$ cat config.mk
export PLATFORM = sky130hd
export DESIGN_NAME = mips_multicycle_ctrl
export DESIGN_NICKNAME = d
export VERILOG_FILES = /design/src/rtl/mips_multicycle_ctrl.sv
export SDC_FILE = /design/constraint.sdc
export NUM_CORES = 1
export LEC_CHECK = 0
export ABC_AREA = 1
export BUFFER_PORTS_ARGS = -buffer_cell sky130_fd_sc_hd__buf_2
export CAP_MARGIN = 20
export CELL_PAD_IN_SITES_DETAIL_PLACEMENT = 1
export CELL_PAD_IN_SITES_GLOBAL_PLACEMENT = 2
export CORE_UTILIZATION = 24
export CTS_CLUSTER_DIAMETER = 80
export DETAILED_ROUTE_END_ITERATION = 12
export PLACE_DENSITY_LB_ADDON = 0.1
export SYNTH_ARGS = -nofsm -noshare
export SYNTH_HDL_FRONTEND = slang
export SYNTH_SLANG_ARGS = --single-unit
$ cat constraint.sdc
create_clock -name clk -period 1.7 [get_ports clk]
set_input_delay 0.34 -clock clk [delete_from_list [all_inputs] [get_ports clk]]
set_output_delay 0.34 -clock clk [all_outputs]
set_load 0.02 [all_outputs]
$ cat src/rtl/mips_multicycle_ctrl.sv
// Multi-cycle MIPS control sequencer.
// Walks each instruction through FETCH/DECODE/EXEC/MEM/WB over a shared
// instruction/data memory port and drives datapath selects and strobes.
//
//   state  | meaning
//   -------+-----------------------------------------------------------
//   IDLE   | waiting for start
//   FETCH  | instruction read from PC, PC <= PC+4 on grant
//   DECODE | branch target into ALUOut; jumps finish here
//   EXEC   | ALU operation; beq finishes here
//   MEM    | data access at ALUOut; sw finishes on grant
//   WB     | register file write
//   ERR    | terminal fault (illegal opcode or memory timeout)
module mips_multicycle_ctrl #(
   parameter int TIMEOUT = 16
) (
   input  logic       clk,
   input  logic       rst_n,
   input  logic       start,
   input  logic [5:0] opcode,
   input  logic       zero,
   input  logic       mem_ready,
   output logic       mem_req,
   output logic       mem_we,
   output logic       iord,
   output logic       ir_write,
   output logic       pc_write,
   output logic [1:0] pc_src,
   output logic       alu_src_a,
   output logic [1:0] alu_src_b,
   output logic [1:0] alu_op,
   output logic       reg_write,
   output logic [1:0] reg_dst,
   output logic [1:0] mem_to_reg,
   output logic [2:0] state,
   output logic       instr_done,
   output logic       illegal,
   output logic       timeout
);

   localparam int CW = (TIMEOUT <= 2) ? 1 : $clog2(TIMEOUT);

   localparam logic [5:0] OP_R    = 6'b000000;
   localparam logic [5:0] OP_LW   = 6'b100011;
   localparam logic [5:0] OP_SW   = 6'b101011;
   localparam logic [5:0] OP_ADDI = 6'b001000;
   localparam logic [5:0] OP_ANDI = 6'b001100;
   localparam logic [5:0] OP_ORI  = 6'b001101;
   localparam logic [5:0] OP_BEQ  = 6'b000100;
   localparam logic [5:0] OP_J    = 6'b000001;
   localparam logic [5:0] OP_JAL  = 6'b000010;
   localparam logic [5:0] OP_JR   = 6'b000011;

   typedef enum logic [2:0] {
      S_IDLE   = 3'd0,
      S_FETCH  = 3'd1,
      S_DECODE = 3'd2,
      S_EXEC   = 3'd3,
      S_MEM    = 3'd4,
      S_WB     = 3'd5,
      S_ERR    = 3'd6
   } state_t;

   state_t        state_q;
   logic [CW-1:0] wait_cnt;

   logic is_r, is_lw, is_sw, is_addi, is_logi, is_beq, is_j, is_jal, is_jr;
   logic is_legal, wait_hit;

   assign is_r     = (opcode == OP_R);
   assign is_lw    = (opcode == OP_LW);
   assign is_sw    = (opcode == OP_SW);
   assign is_addi  = (opcode == OP_ADDI);
   assign is_logi  = (opcode == OP_ANDI) || (opcode == OP_ORI);
   assign is_beq   = (opcode == OP_BEQ);
   assign is_j     = (opcode == OP_J);
   assign is_jal   = (opcode == OP_JAL);
   assign is_jr    = (opcode == OP_JR);
   assign is_legal = is_r | is_lw | is_sw | is_addi | is_logi | is_beq | is_j | is_jal | is_jr;

   assign state    = state_q;

   // Last permitted wait cycle: no grant now means the request has starved.
   assign wait_hit = mem_req && !mem_ready && (wait_cnt == CW'(TIMEOUT - 1));

   // Datapath controls decoded from the current state and instruction.
   always_comb begin
      mem_req    = 1'b0;
      mem_we     = 1'b0;
      iord       = 1'b0;
      ir_write   = 1'b0;
      pc_write   = 1'b0;
      pc_src     = 2'd0;
      alu_src_a  = 1'b0;
      alu_src_b  = 2'd0;
      alu_op     = 2'd0;
      reg_write  = 1'b0;
      reg_dst    = 2'd0;
      mem_to_reg = 2'd0;
      instr_done = 1'b0;
      case (state_q)
         S_FETCH: begin
            mem_req = 1'b1;
            if (mem_ready) begin
               ir_write  = 1'b1;
               pc_write  = 1'b1;
               alu_src_b = 2'd1;
            end
         end
         S_DECODE: begin
            alu_src_b = 2'd3;
            if (is_j || is_jal) begin
               pc_write   = 1'b1;
               pc_src     = 2'd2;
               instr_done = 1'b1;
            end
            if (is_jal) begin
               reg_write  = 1'b1;
               reg_dst    = 2'd2;
               mem_to_reg = 2'd2;
            end
            if (is_jr) begin
               pc_write   = 1'b1;
               pc_src     = 2'd3;
               instr_done = 1'b1;
            end
         end
         S_EXEC: begin
            alu_src_a = 1'b1;
            if (is_r) begin
               alu_op = 2'b10;
            end else if (is_addi || is_lw || is_sw) begin
               alu_src_b = 2'd2;
            end else if (is_logi) begin
               alu_src_b = 2'd2;
               alu_op    = 2'b11;
            end else if (is_beq) begin
               alu_op     = 2'b01;
               pc_write   = zero;
               pc_src     = 2'd1;
               instr_done = 1'b1;
            end
         end
         S_MEM: begin
            mem_req    = 1'b1;
            iord       = 1'b1;
            mem_we     = is_sw;
            instr_done = mem_ready && is_sw;
         end
         S_WB: begin
            reg_write  = 1'b1;
            reg_dst    = is_r ? 2'd1 : 2'd0;
            mem_to_reg = is_lw ? 2'd1 : 2'd0;
            instr_done = 1'b1;
         end
         default: ;
      endcase
   end

   // Sequencing, memory wait counter and sticky fault flags.
   always_ff @(posedge clk or negedge rst_n) begin
      if (!rst_n) begin
         state_q  <= S_IDLE;
         wait_cnt <= '0;
         illegal  <= 1'b0;
         timeout  <= 1'b0;
      end else begin
         case (state_q)
            S_IDLE: begin
               if (start) begin
                  state_q  <= S_FETCH;
                  wait_cnt <= '0;
               end
            end
            S_FETCH: begin
               if (mem_ready) begin
                  state_q <= S_DECODE;
               end else if (wait_hit) begin
                  timeout <= 1'b1;
                  state_q <= S_ERR;
               end else begin
                  wait_cnt <= wait_cnt + CW'(1);
               end
            end
            S_DECODE: begin
               if (!is_legal) begin
                  illegal <= 1'b1;
                  state_q <= S_ERR;
               end else if (!(is_j || is_jal || is_jr)) begin
                  state_q <= S_EXEC;
               end
            end
            S_EXEC: begin
               if (is_lw || is_sw) begin
                  state_q  <= S_MEM;
                  wait_cnt <= '0;
               end else if (!is_beq) begin
                  state_q <= S_WB;
               end
            end
            S_MEM: begin
               if (mem_ready) begin
                  if (is_lw) state_q <= S_WB;
               end else if (wait_hit) begin
                  timeout <= 1'b1;
                  state_q <= S_ERR;
               end else begin
                  wait_cnt <= wait_cnt + CW'(1);
               end
            end
            S_WB: ;
            S_ERR: ;
            default: state_q <= S_ERR;
         endcase
         // Finishing an instruction overrides the per-state transition above.
         if (instr_done) begin
            state_q  <= start ? S_FETCH : S_IDLE;
            wait_cnt <= '0;
         end
      end
   end

endmodule

### After elaboration in Yosys (flattened, before gate mapping)

Index checks and enable logic that the tools add are counted.

* add/sub/neg operators: 1
* $mul: 0
* divide/modulo/power cells: 0
* magnitude comparators: 0
* equal/unequal tests: 24
* shifts and indexed selects: 0
* mux-type cells: 59
* bitwise operators: 10
* reductions and logical operators: 19

Operators with widths (number)
* 3-bit two-way mux: 10
* 1-bit two-way mux: 25
* 2-bit two-way mux: 10
* 4-bit two-way mux: 5
* 6-bit by 4-bit equality test with 1-bit output, second input constant: 3
* 3-bit case mux with 6 select lines: 1
* 6-bit by 2-bit equality test with 1-bit output, second input constant: 2
* 6-bit equality test, second input constant: 2
* 4-bit != test, second input constant: 3
* 2-bit case mux with 2 select lines: 3
* 4-bit case mux with 3 select lines: 1
* 5-bit AND reduction: 2
* 3-bit equality test, second input constant: 3
* 3-bit != test, second input constant: 3
* 1-bit bitwise OR: 8
* 3-bit by 2-bit equality test with 1-bit output, second input constant: 2
* 6-bit by 1-bit equality test with 1-bit output, second input constant: 1
* 6-bit by 3-bit equality test with 1-bit output, second input constant: 1
* 6-bit logical NOT: 1
* 1-bit logical OR: 6
* 2-bit case mux with 3 select lines: 1
* 4-bit by 1-bit adder with 4-bit output, second input constant: 1
* 4-bit equality test, second input constant: 1
* 1-bit case mux with 4 select lines: 1
* 13 further kinds: 17

* bits in registers: 9
* latch bits: 0
* bits in writable memories: 0
* memory bits (read-only): 0
* input bits: 11
* output and inout bits: 23
* memories: 0

### Depth between registers and ports, before layout

* word-level depth: 12
* depth in mapped cells: 10
* mapped depth without buffers: 10

### Worst setup path before layout

Ideal clock, no wire load.

* kind: register -> output
* start: register state_q[0], in the netlist state[0]
* end: output reg_write
* data arrival time: 2021 ps
* setup slack: -661 ps
* cell stages (with the launch flop): 6
* buffers on the path: 1
* cells stage by stage: dfrtp_1 buf_6 nor3_2 inv_1 nor4_1 nand2b_1

* cells in the longest elaborated chain, start to end: 2

RTL lines
* start, declared: line 64 `state_t state_q;`
* start signal, assigned: line 217 `state_q <= start ? S_FETCH : S_IDLE;`
* 3-bit equality test / 3-bit by 2-bit equality test with 1-bit output (equally long branches): line 101 `case (state_q)`
* 1-bit case mux with 2 select lines *: line 101
* end, declared: line 32 `output logic reg_write,`

Mark *: on every way between the ends. The rest lies on a longest branch, timed or not.

### Final worst setup path

* start: register state_q[2], in the netlist state[2]
* end: output alu_src_b[0]

* cells in the longest elaborated chain, start to end: 2

RTL lines
* 3-bit by 2-bit equality test with 1-bit output / 3-bit by 1-bit equality test with 1-bit output (equally long branches): line 101
* 2-bit case mux with 3 select lines *: line 101
* end, declared: line 30 `output logic [1:0] alu_src_b,`

Marks and branches as above.

==> qor.csv <==
metric;value;unit
dr.pass1.iters;4;
met2_usage;28.3;%
irDropWorstVdd;0.668;mV
wl_per_cell;13.1;µm
outcome;complete, but fails checks;
grt_usage;17.4;%
hp-start;start;
syn_nets;151;
layout_min_cycle_time;1810;ps
layout-drive-gt1-share;48.8;%
cts_max_path_buffers;2;
grt_max_degree;12;
max-cap-violations;0;
detailedPlacementHpwl;2580;µm
cts-root-buf;clkbuf_8;
syn_inst;139;
p_leak;0.857;nW
min_to;state[0];
gr-total-overflow;0;
hold_class;in2reg;
setup_violations;12;
violations;negative setup slack;
rsz0062_at_grt;true;
final-seq-area;229;µm²
antenna_cells;0;
dieArea;0.00393;mm²
coreArea;0.00344;mm²
slew_viol_final;0;
fp.dieW;62.7;µm
use_met3;3.83;%
r2r-start;state[2];
skew;6.69;ps
grt_pass1_vias;1185;
r2r_cells;9;
fin_nets;220;
worst_pin_slew;317;ps
drc;0;
dieHeight;62.7;µm
synth.yosys.warnings;0;
worst-endpoint-required;1360;ps
cp.arrival;1470;ps
vias;1150;
boundaryPins;34;
grt_pass1_wl;5490;µm
ys_types;25;
finalWirelength;3310;µm
gp_congestion;0.773;
start_util;25.7;%
drt_iter0_drc;23;
r2r-end;wait_cnt[0];
antenna_found_initial;0;
crit_start;state[2];
met1_usage;24.2;%
seq_area_frac_synth;25.5;%
r2r_slack;110;ps
relSlewSlack;78.8;%
dp_slack;-70.6;ps
syn-cell-area;883;µm²
port-buffer-count;33;
endpoint_kind;primary output;
cts-htree-levels;1;
crit_fanout;6;
fillCellCount;453;
setup_tns;-844;ps
fin_ws;-109;ps
crit_type;reg2out;
fmax;0.553;GHz
power_density;1310;mW/mm²
dp_cells;234;
drtAntennaViolNets;0;
cts.sinks;9;
clkTransAtPathRegs;40;ps
top_usage_layer;met2;
clock_latency;230;ps
avgSynthCellArea;6.36;µm²
area_growth;74.4;%
cts_tree;built;
multi_input_comb_area;626;µm²
hold_depth;3;
fin_crit_sh;106;%
routed_via_density;4.55;
ys_seq_elements;9;
start_kind;flop;
hold_viol_final;0;
numCtsBuffers;3;
rows;21;
fin_cells;253;
## power by group
group          switching [W]  internal [W]
clock network      0.0000839      0.000163
logic               0.000788      0.000625
registers          0.0000925      0.000272
## worst max-delay path: stages, from the launching register on
cell and delay, ps:
dfrtp_2 460, nor2_2 170, nand2_1 120, nor2_2 140
inv_1 90, nand2_1 110, buf_4 150
## through the flow
| stage | cell area, µm² | hold slack [ps] | power (W) | utilization [%] |
|---|---|---|---|---|
| final | 1540 | 375 | 0.00202 | 44.7 |
| after detailed placement | 1250 | 204 | 0.00148 | 36.4 |
| after global routing | 1540 | 389 | 0.00218 | 44.7 |
| after floorplan | 918 | 44.4 | 0.00109 | - |
| after CTS | 1410 | 367 | 0.00189 | 41.0 |
| after global placement | 1250 | 202 | 0.00146 | 36.4 |
## cell usage after synthesis
| library cell | number | area (µm²) |
|---|---|---|
| nor2_2 | 1 | 6.26 |
| a21oi_1 | 6 | 30.0 |
| nand2b_1 | 1 | 6.26 |
| nor2_4 | 3 | 33.8 |
| dfrtp_1 | 9 | 225 |
| xor2_1 | 1 | 8.76 |
| buf_4 | 1 | 7.51 |
| nor3_2 | 1 | 10.0 |
| a31oi_1 | 1 | 6.26 |
| nor3b_1 | 1 | 7.51 |
| o21ai_0 | 2 | 10.0 |
| nor2_1 | 22 | 82.6 |
| nand3_1 | 23 | 115 |
| inv_1 | 22 | 82.6 |
| nand3_2 | 2 | 20.0 |
| nand2_1 | 29 | 109 |
| nand2_4 | 1 | 11.3 |
| nor3_1 | 2 | 10.0 |
| nand4_1 | 3 | 18.8 |
| o31ai_1 | 1 | 7.51 |
| ha_1 | 1 | 12.5 |
| nor4_1 | 1 | 6.26 |
| nand4_4 | 1 | 21.3 |
| buf_6 | 2 | 22.5 |
| or2_2 | 2 | 12.5 |
## flip-flops by register name (all words and copies together) (netlist names)
| register | cells |
|---|---|
| illegal | 1 |
| state | 3 |
| timeout | 1 |
| wait_cnt | 4 |
## cell type report
class,count,area share [%]
timing repair buffer,67,32.5
multi-input combinational,105,40.6
sequential,9,14.9
clock buffer,4,2.92
tap,46,3.74
inverter,22,5.36
## metal layers
| layer | wire (µm) | vias up |
|---|---|---|
| li1 | - | 584 |
| met1 | 1600 | 550 |
| met2 | 1630 | 16 |
| met3 | 78 | 0 |
| met4 | 0 | 0 |
| met5 | 0 | - |
## cells in the final DEF, fill, tap and decap left out, drive strengths merged, types with 2 or more instances in the layout
master / synthesis / layout
a21oi: 6 / 6
buf: 3 / 66
clkbuf: 0 / 4
dfrtp: 9 / 9
inv: 22 / 22
nand2: 30 / 30
nand3: 25 / 25
nand4: 4 / 4
nor2: 26 / 26
nor3: 3 / 3
o21ai: 2 / 2
or2: 2 / 2
## kinds of logic (layout without fill, tap and decap cells)
| group | Yosys count | after routing | synth area share (%) |
|---|---|---|---|
| AOI/OAI and AO/OA | 10 | 10 | 6.09 |
| xor gates and xnor gates | 1 | 1 | 0.992 |
| adders and majority gates | 1 | 1 | 1.42 |
| buffers and inverters | 25 | 93 | 12.7 |
| DFF | 9 | 9 | 25.5 |
| and+or+nand+nor | 93 | 93 | 53.3 |
## worst max-delay path by stage
stage	endpoint	depth (start not counted)
floorplan	reg_write	5
global placement	reg_write	6
detailed placement	instr_done	7
CTS	reg_write	5
global route	reg_dst[1]	5
finish	alu_src_b[0]	6
## repair_timing
action                                 in CTS  in global routing
resized for setup                          20                 18
pin swaps                                   4                  5
setup endpoints to repair                  14                 21
endpoints found under the hold margin       9                  0
buffers inserted                            6                  8
hold buffers                                1                  0
Power figures use the tool's default switching activity.
